`src/rtl/logic_unit_arbiter.sv`:
```
// Two-requester round-robin front end for a gate-level WIDTH-bit bitwise logic unit.
// One transaction at a time: IDLE (grant) -> EXEC (compute) -> RESP (hold until taken).

module logic_unit_gates #(
    parameter int WIDTH = 32
) (
    input  logic [1:0]       op,
    input  logic [WIDTH-1:0] a,
    input  logic [WIDTH-1:0] b,
    output logic [WIDTH-1:0] y
);
    logic [WIDTH-1:0] not_s;
    logic [WIDTH-1:0] and_s;
    logic [WIDTH-1:0] or_s;
    logic [WIDTH-1:0] xor_s;

    genvar i;
    generate
        for (i = 0; i < WIDTH; i = i + 1) begin : g_bit
            not u_not (not_s[i], a[i]);
            and u_and (and_s[i], a[i], b[i]);
            or  u_or  (or_s[i],  a[i], b[i]);
            xor u_xor (xor_s[i], a[i], b[i]);
        end
    endgenerate

    // Op code picks one of the four gate arrays
    always_comb begin
        y = {WIDTH{1'b0}};
        case (op)
            2'b00:   y = not_s;
            2'b01:   y = and_s;
            2'b10:   y = or_s;
            2'b11:   y = xor_s;
            default: y = {WIDTH{1'b0}};
        endcase
    end
endmodule

module logic_unit_arbiter #(
    parameter int WIDTH = 32
) (
    input  logic             clk,
    input  logic             rst,
    input  logic             req0_valid,
    output logic             req0_ready,
    input  logic [1:0]       req0_op,
    input  logic [WIDTH-1:0] req0_a,
    input  logic [WIDTH-1:0] req0_b,
    input  logic             req1_valid,
    output logic             req1_ready,
    input  logic [1:0]       req1_op,
    input  logic [WIDTH-1:0] req1_a,
    input  logic [WIDTH-1:0] req1_b,
    output logic             rsp_valid,
    output logic             rsp_id,
    output logic [WIDTH-1:0] rsp_data,
    input  logic             rsp_ready
);
    typedef enum logic [1:0] {
        S_IDLE = 2'b00,
        S_EXEC = 2'b01,
        S_RESP = 2'b10
    } state_t;

    state_t           state_r;
    logic             last_grant_r;
    logic [1:0]       op_r;
    logic [WIDTH-1:0] a_r;
    logic [WIDTH-1:0] b_r;
    logic             id_r;

    logic             grant_valid_s;
    logic             grant_id_s;
    logic [1:0]       sel_op_s;
    logic [WIDTH-1:0] sel_a_s;
    logic [WIDTH-1:0] sel_b_s;
    logic [WIDTH-1:0] lu_result_s;

    // Round-robin pick: on contention the requester that did not win last time goes
    always_comb begin
        grant_valid_s = 1'b0;
        grant_id_s    = 1'b0;
        if (req0_valid && req1_valid) begin
            grant_valid_s = 1'b1;
            grant_id_s    = ~last_grant_r;
        end else if (req0_valid) begin
            grant_valid_s = 1'b1;
            grant_id_s    = 1'b0;
        end else if (req1_valid) begin
            grant_valid_s = 1'b1;
            grant_id_s    = 1'b1;
        end else begin
            grant_valid_s = 1'b0;
            grant_id_s    = 1'b0;
        end
    end

    // Ready is only offered in IDLE and is forced low while reset is asserted
    always_comb begin
        req0_ready = 1'b0;
        req1_ready = 1'b0;
        if (!rst && (state_r == S_IDLE) && grant_valid_s) begin
            req0_ready = ~grant_id_s;
            req1_ready = grant_id_s;
        end else begin
            req0_ready = 1'b0;
            req1_ready = 1'b0;
        end
    end

    // Operand mux feeding the capture registers
    always_comb begin
        sel_op_s = req0_op;
        sel_a_s  = req0_a;
        sel_b_s  = req0_b;
        if (grant_id_s) begin
            sel_op_s = req1_op;
            sel_a_s  = req1_a;
            sel_b_s  = req1_b;
        end else begin
            sel_op_s = req0_op;
            sel_a_s  = req0_a;
            sel_b_s  = req0_b;
        end
    end

    logic_unit_gates #(
        .WIDTH (WIDTH)
    ) u_lu (
        .op (op_r),
        .a  (a_r),
        .b  (b_r),
        .y  (lu_result_s)
    );

    // Transaction sequencer; response fields keep their value after rsp_valid drops
    always_ff @(posedge clk or posedge rst) begin
        if (rst) begin
            state_r      <= S_IDLE;
            last_grant_r <= 1'b1;
            op_r         <= 2'b00;
            a_r          <= {WIDTH{1'b0}};
            b_r          <= {WIDTH{1'b0}};
            id_r         <= 1'b0;
            rsp_valid    <= 1'b0;
            rsp_id       <= 1'b0;
            rsp_data     <= {WIDTH{1'b0}};
        end else begin
            case (state_r)
                S_IDLE: begin
                    if (grant_valid_s) begin
                        op_r         <= sel_op_s;
                        a_r          <= sel_a_s;
                        b_r          <= sel_b_s;
                        id_r         <= grant_id_s;
                        last_grant_r <= grant_id_s;
                        state_r      <= S_EXEC;
                    end
                end
                S_EXEC: begin
                    rsp_data  <= lu_result_s;
                    rsp_id    <= id_r;
                    rsp_valid <= 1'b1;
                    state_r   <= S_RESP;
                end
                S_RESP: begin
                    if (rsp_ready) begin
                        rsp_valid <= 1'b0;
                        state_r   <= S_IDLE;
                    end
                end
                default: begin
                    rsp_valid <= 1'b0;
                    state_r   <= S_IDLE;
                end
            endcase
        end
    end
endmodule
```
`config.mk`:
```
export PLATFORM = sky130hd
export DESIGN_NAME = logic_unit_arbiter
export DESIGN_NICKNAME = d
export VERILOG_FILES = /design/src/rtl/logic_unit_arbiter.sv
export SDC_FILE = /design/constraint.sdc
export NUM_CORES = 1
export LEC_CHECK = 0
export BUFFER_PORTS_ARGS = -buffer_cell sky130_fd_sc_hd__buf_2
export CAP_MARGIN = 25
export CORE_MARGIN = 4
export CORE_UTILIZATION = 58
export CTS_CLUSTER_SIZE = 10
export DETAILED_ROUTE_END_ITERATION = 8
export GPL_TIMING_DRIVEN = 0
export PLACE_DENSITY = 0.87
export RECOVER_POWER = 50
export SYNTH_ARGS = -nofsm -noshare
export SYNTH_HDL_FRONTEND = slang
export SYNTH_SLANG_ARGS = --single-unit
```
`constraint.sdc`:
```
create_clock -name clk -period 10.05 [get_ports clk]
set_clock_uncertainty 0.15 [all_clocks]
set_input_delay 2.5125 -clock clk [delete_from_list [all_inputs] [get_ports clk]]
set_output_delay 2.5125 -clock clk [all_outputs]
set_load 0.02 [all_outputs]
```
Yosys cells after proc, flatten, opt, wreduce, memory -nomap -nowiden
Index checks and enable logic that the tools add are counted.
- register bits after elaboration: 104
- bits of input ports: 137
- output and inout bits: 36
- eq/ne operators: 7
- multiplexer cells: 16
- bitwise logic cells: 131
- reduce and logical (&&, ||, !) cells: 9
- operator list (cell ; number):
    case mux 32 bit (4 select lines) ; 1
    two-way mux 32 bit ; 2
    NOT 1 bit ; 35
    AND 1 bit ; 32
    OR 1 bit ; 32
    XOR 1 bit ; 32
    two-way mux 1 bit ; 8
    equality test 2 bit (second input constant) ; 3
    two-way mux 2 bit ; 3
    case mux 2 bit (3 select lines) ; 1
    AND reduction 2 bit ; 3
    equality test 2 x 1 -> 1 bit (second input constant) ; 2
    logical NOT 2 bit ; 2
    inequality test 2 bit (second input constant) ; 2
    logical AND 1 bit ; 3
    case mux 1 bit (3 select lines) ; 1
    logical NOT 1 bit ; 1

Depth between registers and ports, before layout
Gate-level depths: netlist of the first run.
- depth after elaboration: 5
- depth in mapped cells: 7

Modules after synthesis
Synthesis of the first run repeated with hierarchy kept, for this count alone.
- cells, all modules: 658
- area, all modules: 6764.0 sq um
- modules (own cells, without submodules) (module ; times used ; cells each ; area an instance (sq um) ; seq. area each (sq um)):
    logic_unit_arbiter ; 1 ; 458 ; 4770.8 ; 2603.7
    logic_unit_gates ; 1 ; 200 ; 1993.2 ; 0.0

Least setup slack after synthesis of the first run
No wires, ideal clock.
- kind: input to output
- from: in rst
- to: out req1_ready
- data arrival time: 5.216 ns
- slack: 2.171 ns
- stages: 2
- path through: inv_1 and3_1
- word-level cells in the longest chain between the ends: 4
- ends and longest elaborated chain (what ; line ; RTL):
    from (decl) ; 44 ; input logic rst,
    logical NOT 1 bit (no source line) ; -- ;
    logical AND 1 bit (2 in a row) ; 103 ; if (!rst && (state_r == S_IDLE) && grant_valid_s) begin
    two-way mux 1 bit ; 103 ;
    to (decl) ; 51 ; output logic req1_ready,
Every way passes these cells.

Final worst setup path of the first run
- from: in req0_valid
- to: out req1_ready
- word-level cells in the longest chain between the ends: 4
- elaborated cells between the ends (all ways): 7
- those cells by class: mux (5); reduce/logical (2)
- ends and longest elaborated chain (what ; line ; RTL):
    from (decl) ; 45 ; input logic req0_valid,
    two-way mux 1 bit or logical AND 1 bit (tied branches) ; 87, 84 ;
    two-way mux 1 bit ; 84 ; if (req0_valid && req1_valid) begin
    logical AND 1 bit ; 103 ;
    two-way mux 1 bit * ; 103 ;
Every way passes the cells marked *; elsewhere a longest branch is shown, timed or not.

==> flow_summary.yaml, run 1 <==
outcome:
  status: "complete, but fails checks"
  failed_checks: "max-capacitance violations, max-slew violations"
synthesis:
  synth-seq-cells: 104
  synth_top_area_cell: "dfrtp_1"
  synth_warnings: 0
  yosysMostFrequentCell: "mux2i_1"
  synth_area_leaders: "dfrtp_1, mux2i_1, ha_1"
  synth_nets: 730
  synthArstFlopShare_pct: 100
  synthesis.area_sq_mm: 0.00646
  syn_inst: 529
  syn_avg_cell_area_sq_um: 12.2
  seq_area_frac_synth_pct: 40.3
  synth_edf_count: 0
  synth_commonest_cells: "mux2i_1, dfrtp_1, inv_1"
  synth_cell_type_count: 26
  synth_top_area_share_pct: 39.9
  ys.flop_type: "dfrtp_1"
timing:
  rsz0062_at_grt: "false"
  slew_violations: 55
  finalHoldViolCount: 0
  fmaxAchievable_mhz: 154
  period_needed_ps: 6490
  setup_viol: 0
  slew_headroom_pct: -96.0
  worstMarginPinSlew_ps: 2940
  setup-tns-final_ps: 0
  period_share_pct: 64.6
routing:
  route.detailed.wl_per_inst_microns: 17.9
  drc_errors: 0
  viasPerCell: 5.40
  ant_nets: 0
  vias: 4632
  routed_wl_mm: 15.3
  drtPass1Iterations: 4
  dr.first_iter.drc_count: 151
global_routing:
  grt_usage_pct: 24.7
  grt_pass1_vias: 5061
  antenna_found_initial: 0
  grt_pass1_wl_mm: 24.8
  grt_max_degree: 55
  overflow: 0
final_layout:
  drive_above_1_share_pct: 35.7
  antenna_cells: 0
  num-fill-cells: 787
  multiInputGateArea_sq_mm: 0.00332
  area_growth_pct: 18.9
  regArea_sq_mm: 0.00260
  final_cells: 858
  nNetsFinal: 914
place:
  dp.cells: 842
  numPortBuffers: 172
  gp_congestion: 0.764
  hpwl_mm: 11.5
cts:
  post_cts_resized: 0
  clockBufferDepth: 2
  cts_tree: "built"
  ctsHoldBuffers: 0
  htree_levels: 3
  post-cts-setup-buffers: 0
  cts_inserted_buffers: 9
  cts.sinks: 104
  root_buffer: "clkbuf_8"
  clk_latency_ps: 360
  clkSlewWorstSetupHoldPaths_ps: 90
critical_path:
  crit_path_start_kind: "input pin"
  cp.required_ps: 7390
  crit_path_frequent_cell: "buf_2"
  critPathMaxStageDelay_ps: 320
  r2r_slack_ps: 6670
  rr_startpoint: "op_r[0]$_DFFE_PP0P_"
  endpoint_kind: "primary output"
  r2r.worst_path.cells: 7
  path_max_fanout: 10
  r2r-end: "rsp_data[22]$_DFFE_PP0P_"
  critPathKind: "in -> out"
  path_cells: "buf_2 > a21boi_1 > buf_2 > buf_4 > buf_6 > and3_1 > buf_2"
  critPathSlowestCell: "buf_4"
  arrival_ps: 3830
power:
  peakVddDrop_mv: 0.175
  p_sw_w: 0.000956
  seq_power_share_pct: 32.5
  clkPwrFrac_pct: 12.0
  p_per_area_mw_per_mm2: 307
  swShare_pct: 40.6
  p_int_w: 0.00140
  p_leak_nw: 4.09
  p_comb_share_pct: 55.5
floorplan:
  initial_core_util_pct: 59.4
  fp.dieH_microns: 114
  placementRows: 38
  die_width_microns: 114
  ios: 173
  dieArea_sq_mm: 0.0129
  core-area_sq_mm: 0.0109
hold_path:
  hold_class: "reg -> reg"
  hold_depth: 2
  min_to: "rsp_data[27]$_DFFE_PP0P_"
  hold_path.startpoint: "rsp_data[27]$_DFFE_PP0P_"
job:
  maxCapViolations: 1
[metrics by stage]
| step | cell area [sq um] | hold WS (ps) | utilization, % | setup slack (ps) | total power, W |
|---|---|---|---|---|---|
| 3_5_place_dp | 7530 | 325 | 69.2 | 3570 | 0.00211 |
| 4_1_cts | 7750 | 346 | 71.2 | 3560 | 0.00240 |
| 5_1_grt | 7690 | 378 | 70.6 | 3470 | 0.00255 |
| 2_1_floorplan | 6460 | 327 | - | 2170 | 0.00173 |
| 3_3_place_gp | 7500 | 323 | 68.9 | 1230 | 0.00199 |
| 6_report | 7690 | 347 | 70.6 | 3560 | 0.00236 |
[worst max-delay path, delay by kind of cell]
kind                   cells  cell delay [ps]
AOI/OAI and AO/OA          1              150
and+or+nand+nor            1              160
buffers and inverters      5             1010
[final cells by class]
| cell class | instances | share of cell area [%] |
|---|---|---|
| timing repair buffer | 173 | 11.2 |
| inverter | 89 | 4.38 |
| multi-input combinational | 306 | 43.2 |
| clock inverter | 2 | 0.456 |
| clock buffer | 14 | 2.38 |
| buffer | 30 | 2.28 |
| sequential | 104 | 33.9 |
| tap | 140 | 2.28 |
[cells by family after synthesis]
| family | after synthesis | synth area share (%) |
|---|---|---|
| multiplexers | 185 | 34.4 |
| buffers and inverters | 119 | 8.40 |
| flip-flops | 104 | 40.3 |
| adder cells (fa/ha/maj) | 64 | 12.4 |
| AND/OR/NAND/NOR | 32 | 2.11 |
| AO/OA/AOI/OAI | 25 | 2.48 |
[layer usage]
layer,wire length (microns),up-vias,track usage [%]
met3,923,14,4.62
met1,6300,2294,31.5
met5,0,-,0
li1,-,2171,-
met4,170,0,6.01
met2,7950,153,43.8
[sequential cells by signal (all words and copies together), names as in the netlist]
signal / cells
last_grant_r: 1
id_r: 1
rsp_valid: 1
state_r: 2
rsp_data: 32
rsp_id: 1
op_r: 2
b_r: 32
a_r: 32
[power groups by stage]
stage / clock (W) / combinational [W] / sequential (W)
global route: 0.000305 / 0.00146 / 0.000792
floorplan: 0 / 0.000897 / 0.000829
finish: 0.000284 / 0.00131 / 0.000767
global placement: 0 / 0.00124 / 0.000755
CTS: 0.000287 / 0.00135 / 0.000765
detailed placement: 0 / 0.00133 / 0.000774
[how the worst max path moves through the flow]
stage	from	end	slack (ps)	cells past startpoint
3_5_place_dp	req0_valid	req1_ready	3570	7
4_1_cts	req0_valid	req1_ready	3560	7
6_report	req0_valid	req1_ready	3560	7
5_1_grt	req1_valid	req1_ready	3470	7
3_3_place_gp	rst	req1_ready	1230	4
2_1_floorplan	rst	req1_ready	2170	2
[layout by cell type, fill, tap and decap left out, drive strengths merged]
cell,instances
nand2,10
nor2,16
a21oi,14
clkbuf,26
nand3b,1
mux4,24
mux2i,130
nor3b,1
a21boi,1
o21ai,1
bufinv,1
or2,1
nor3,1
mux2,31
and3,1
nand2b,1
dfrtp,103
buf,191
ha,64
inv,89
clkinv,1
dfstp,1
o21a,1
o221ai,8
No activity file was read; power rests on OpenSTA's default activity.
==> inputs of run 2 (changes only) <==
- CORE_UTILIZATION: 58 -> 48
- PLACE_DENSITY: 0.87 -> 0.77
- clock period: 10.05 -> 5.7 ns (I/O delays scaled with it)
==> run 2 against run 1 <==
  * The run still ends with max-capacitance violations, max-slew violations left
  * Final cell count grew 4.1%
  * Critical path depth decreased by 3
  * Routed wire length is 4.8% higher
  * Utilization down 12 points
  * Power grew 81%
  * Non-clock buffer count increased by 1
  * Global-route usage down 3.2 points
  * Sequential share of layout area is 0.45 points lower
  * Worst setup slack got worse by 2300 ps
  * Clock-buffer cell count is the same
  * Sequential cell count did not move
==> flow_summary.yaml, run 2 (synthesized netlist as in run 1, its figures left out) <==
timing:
  slew_violations: 43
  slew_headroom_pct: -54.6
  worstMarginPinSlew_ps: 2320
  setup_viol: 0
  rsz0062_at_grt: "false"
  period_share_pct: 77.1
  finalHoldViolCount: 0
  period_needed_ps: 4390
  fmaxAchievable_mhz: 228
cts:
  cts_inserted_buffers: 9
  htree_levels: 3
  clockBufferDepth: 2
  post-cts-setup-buffers: 0
  root_buffer: "clkbuf_16"
  cts_tree: "built"
  ctsHoldBuffers: 0
  post_cts_resized: 0
  cts.sinks: 104
  clkSlewWorstSetupHoldPaths_ps: 70
  clk_latency_ps: 350
place:
  dp.cells: 879
  hpwl_mm: 11.9
  gp_congestion: 0.773
  numPortBuffers: 172
hold_path:
  hold_class: "reg -> reg"
  hold_path.startpoint: "rsp_data[3]$_DFFE_PP0P_"
global_routing:
  grt_max_degree: 43
  overflow: 0
  grt_pass1_wl_mm: 24.6
  grt_usage_pct: 21.5
  antenna_found_initial: 0
  grt_pass1_vias: 4824
power:
  seq_power_share_pct: 31.8
  peakVddDrop_mv: 0.265
  p_leak_nw: 4.10
  swShare_pct: 40.2
  p_int_w: 0.00255
  totalPowerFinal_w: 0.00426
  p_comb_share_pct: 54.3
  p_per_area_mw_per_mm2: 547
  p_sw_w: 0.00171
  clkPwrFrac_pct: 13.9
floorplan:
  core-area_sq_mm: 0.0132
  dieArea_sq_mm: 0.0154
  die_width_microns: 124
  initial_core_util_pct: 49.0
  placementRows: 42
  fp.dieH_microns: 124
  ios: 173
critical_path:
  cp.required_ps: 4120
  path_max_fanout: 38
  path_cells: "clkbuf_1 > clkinvlp_4 > and3_1 > buf_2"
  r2r_slack_ps: 2350
  arrival_ps: 2820
  crit_path_end: "req1_ready"
  endpoint_kind: "primary output"
  critPathSlowestCell: "clkinvlp_4"
  rr_startpoint: "op_r[0]$_DFFE_PP0P_"
  cp_num_cells: 4
  crit_path_start_kind: "input pin"
  critPathKind: "in -> out"
  r2r-end: "rsp_data[27]$_DFFE_PP0P_"
  r2r.worst_path.cells: 7
  crit_family: "buffers and inverters"
  path_buf_inv: 3
  crit_start: "rst"
  critPathMaxStageDelay_ps: 680
outcome:
  status: "complete, but fails checks"
  failed_checks: "max-capacitance violations, max-slew violations"
routing:
  dr.first_iter.drc_count: 228
  drtPass1Iterations: 4
  route.detailed.wl_per_inst_microns: 18.0
  drc_errors: 0
  viasPerCell: 5.22
  routed_wl_mm: 16.1
  vias: 4657
  ant_nets: 0
final_layout:
  layout_common_cells: "buf_2, mux2i_1, dfrtp_1, inv_1, ha_1"
  area_growth_pct: 20.5
  antenna_cells: 0
  final_common_cell: "buf_2"
  nNetsFinal: 915
  drive_above_1_share_pct: 35.0
  reg.largest.list: "a_r x32, b_r x32, rsp_data x32"
  final_cells: 893
job:
  maxCapViolations: 1
[run 2: worst min-delay path by stage]
stage | cells after the start | endpoint | slack, ps
floorplan | 1 | id_r$_DFFE_PP0P_ | 330
global placement | 1 | rsp_valid$_DFFE_PP0P_ | 330
CTS | 1 | rsp_data[21]$_DFFE_PP0P_ | 350
finish | 1 | rsp_data[3]$_DFFE_PP0P_ | 350
detailed placement | 1 | rsp_data[3]$_DFFE_PP0P_ | 340
global route | 1 | rsp_data[3]$_DFFE_PP0P_ | 370
[run 2: power groups by stage]
stage	Clock (W)	Sequential, W	Combinational (W)
global route	0.000639	0.00140	0.00258
floorplan	0	0.00146	0.00158
finish	0.000593	0.00135	0.00232
detailed placement	0	0.00137	0.00236
CTS	0.000606	0.00136	0.00238
global placement	0	0.00133	0.00220
[run 2: per-layer routing]
metal  global-route usage, %  wire [microns]  vias up
li1                        -               -     2186
met1                    26.5            6720     2292
met2                    36.3            7860      153
met3                    5.68            1100       26
met4                    8.35             402        0
met5                       0               0        -
[run 2: per-stage QoR]
| stage | util [%] | area [sq um] | TNS (ps) | worst slack [ps] | hold WS [ps] |
|---|---|---|---|---|---|
| after floorplan | - | 6470 | 0 | 711 | 327 |
| after global placement | 57.2 | 7550 | -159 | -159 | 329 |
| after detailed placement | 57.5 | 7590 | 0 | 1230 | 339 |
| after CTS | 59.6 | 7860 | 0 | 1230 | 354 |
| after global routing | 59.1 | 7790 | 0 | 1060 | 368 |
| final | 59.1 | 7790 | 0 | 1310 | 351 |
[run 2: final cells by class]
class                           count  area, sq um
Tap cell                          176          220
Buffer                             30          173
Inverter                           89          338
Multi-Input combinational cell    306         3320
Sequential cell                   104         2600
Timing Repair Buffer              174          866
Fill cell                        1072         5400
Clock buffer                       14          274
==> inputs of run 3 (changes only) <==
- ABC_AREA: default -> 1
- CORE_UTILIZATION: 48 -> 49
- clock period: 5.7 -> 3.7 ns (I/O delays scaled with it)
==> run 3 against run 2 <==
  * Critical endpoint is now req0_ready
  * The run now ends clean
  * Worst setup slack worse by 930 ps
  * Worst hold slack got worse by 24 ps
  * Highest routed layer unchanged
  * Sequential power rose by 61%
  * Largest power group unchanged
==> flow_summary.yaml, run 3 <==
outcome:
  status: "finished, final reports clean"
floorplan:
  core-area_sq_mm: 0.0139
  initial_core_util_pct: 50.2
  placementRows: 43
  die_width_microns: 127
  dieArea_sq_mm: 0.0162
  fp.dieH_microns: 127
  ios: 173
power:
  clkPwrFrac_pct: 13.6
  p_comb_share_pct: 54.8
  p_leak_nw: 4.77
  swShare_pct: 48.6
  seq_power_share_pct: 31.6
  p_per_area_mw_per_mm2: 824
  peakVddDrop_mv: 0.323
  p_int_w: 0.00355
  p_sw_w: 0.00335
  totalPowerFinal_w: 0.00691
place:
  hpwl_mm: 15.2
  dp.cells: 1361
  numPortBuffers: 172
  gp_congestion: 0.853
  dpl_cell_area_sq_mm: 0.00815
final_layout:
  final_area_sq_mm: 0.00838
  layout_common_cells: "nand2_1, buf_2, inv_1, dfrtp_1, nor2_1"
  area_growth_pct: 19.9
  postLayoutCoreUtil_pct: 60.2
  final_common_cell: "nand2_1"
  nNetsFinal: 1393
  antenna_cells: 0
  drive_above_1_share_pct: 18.5
  final_cells: 1377
  reg.largest.list: "a_r x32, b_r x32, rsp_data x32"
synthesis:
  synth_commonest_cells: "nand2_1, inv_1, dfrtp_1"
  synth_top_area_cell: "dfrtp_1"
  syn_avg_cell_area_sq_um: 6.95
  seq_area_frac_synth_pct: 37.2
  synth_cell_type_count: 18
  synth-seq-cells: 104
  syn_inst: 1006
  synth_warnings: 0
  synthArstFlopShare_pct: 100
  synth_area_leaders: "dfrtp_1, nand2_1, ha_1"
  synth_edf_count: 0
  yosysMostFrequentCell: "nand2_1"
  ys.flop_type: "dfrtp_1"
  synthesis.area_sq_mm: 0.00699
  synth_top_area_share_pct: 36.9
  synth_nets: 1207
timing:
  setup-tns-final_ps: 0
  fmaxAchievable_mhz: 301
  period_share_pct: 89.7
  worstMarginPinSlew_ps: 1290
  period_needed_ps: 3320
  slew_headroom_pct: 14.0
  setup_viol: 0
  rsz0062_at_grt: "false"
  finalHoldViolCount: 0
  slew_violations: 0
cts:
  htree_levels: 3
  clk_latency_ps: 360
  ctsHoldBuffers: 0
  clockBufferDepth: 2
  clkSlewWorstSetupHoldPaths_ps: 70
  cts.sinks: 104
  cts_inserted_buffers: 9
  post_cts_resized: 0
  post-cts-setup-buffers: 0
  cts_tree: "built"
  root_buffer: "clkbuf_16"
routing:
  dr.first_iter.drc_count: 630
  ant_nets: 0
  route.detailed.wl_per_inst_microns: 15.2
  routed_wl_mm: 21.0
  drtPass1Iterations: 5
  drc_errors: 0
  vias: 7025
  viasPerCell: 5.10
global_routing:
  grt_pass1_wl_mm: 33.7
  overflow: 0
  grt_usage_pct: 26.2
  grt_max_degree: 37
  antenna_found_initial: 0
  grt_pass1_vias: 6712
hold_path:
  hold_class: "reg -> reg"
  hold_depth: 2
critical_path:
  arrival_ps: 2250
  crit_path_start_kind: "input pin"
  endpoint_kind: "primary output"
  path_max_fanout: 10
  crit_path_end: "req0_ready"
  crit_start: "req0_valid"
  r2r-end: "a_r[14]$_DFFE_PP0P_"
  r2r_slack_ps: 1750
  cp.required_ps: 2620
  rr_startpoint: "last_grant_r$_DFFE_PP1P_"
  r2r.worst_path.cells: 6
  critPathKind: "in -> out"
job:
  maxCapViolations: 0
[run 3: metrics by stage]
stage | setup WS (ps) | hold WS, ps
floorplan | 799 | 308
CTS | 384 | 329
finish | 380 | 328
global placement | 386 | 309
detailed placement | 391 | 311
global route | 181 | 340
[run 3: routing by layer]
layer  global-route usage, %  wire length (microns)  up-vias
li1                        -                      -     3493
met1                    35.6                   9100     3221
met2                    43.1                   9940      277
met3                    3.14                   1440       34
met4                    9.91                    512        0
met5                       0                      0        -
[run 3: power groups by stage]
stage / logic [W] / clock network [W] / registers [W]
2_1_floorplan: 0.00245 / 0 / 0.00228
3_3_place_gp: 0.00364 / 0 / 0.00217
3_5_place_dp: 0.00376 / 0 / 0.00219
4_1_cts: 0.00379 / 0.000942 / 0.00217
5_1_grt: 0.00432 / 0.000974 / 0.00226
6_report: 0.00379 / 0.000938 / 0.00218
[run 3: logic make-up (layout without fill, tap and decap cells)]
group	Yosys count	after routing	share of synthesized area, %
flops	104	104	37.2
buf+inv	221	412	12.6
simple gates	425	425	24.2
compound gates	192	192	14.5
fa+ha+maj	64	64	11.5
[run 3: worst min path at each step]
stage,from,endpoint
global route,rsp_data[22]$_DFFE_PP0P_,rsp_data[22]$_DFFE_PP0P_
floorplan,last_grant_r$_DFFE_PP1P_,last_grant_r$_DFFE_PP1P_
global placement,rsp_data[2]$_DFFE_PP0P_,rsp_data[2]$_DFFE_PP0P_
CTS,rsp_data[10]$_DFFE_PP0P_,rsp_data[10]$_DFFE_PP0P_
finish,rsp_data[10]$_DFFE_PP0P_,rsp_data[10]$_DFFE_PP0P_
detailed placement,rsp_data[10]$_DFFE_PP0P_,rsp_data[10]$_DFFE_PP0P_
[run 3: worst max-delay path: stages]
cell     delay [ps]
buf_2           100
nand2_1          70
nand2_1         240
buf_2           300
buf_2           280
nand2_1          90
nor2_1           80
buf_2           160
[run 3: layout make-up]
type / instances / area (sq um)
fillers: 1329 / 5550
multi-input cells: 681 / 3510
flip-flops and latches: 104 / 2600
repair buffers: 175 / 887
inverters: 160 / 602
plain buffers: 61 / 274
clock buffers: 13 / 270
well taps: 180 / 225
clock inverters: 3 / 15.0
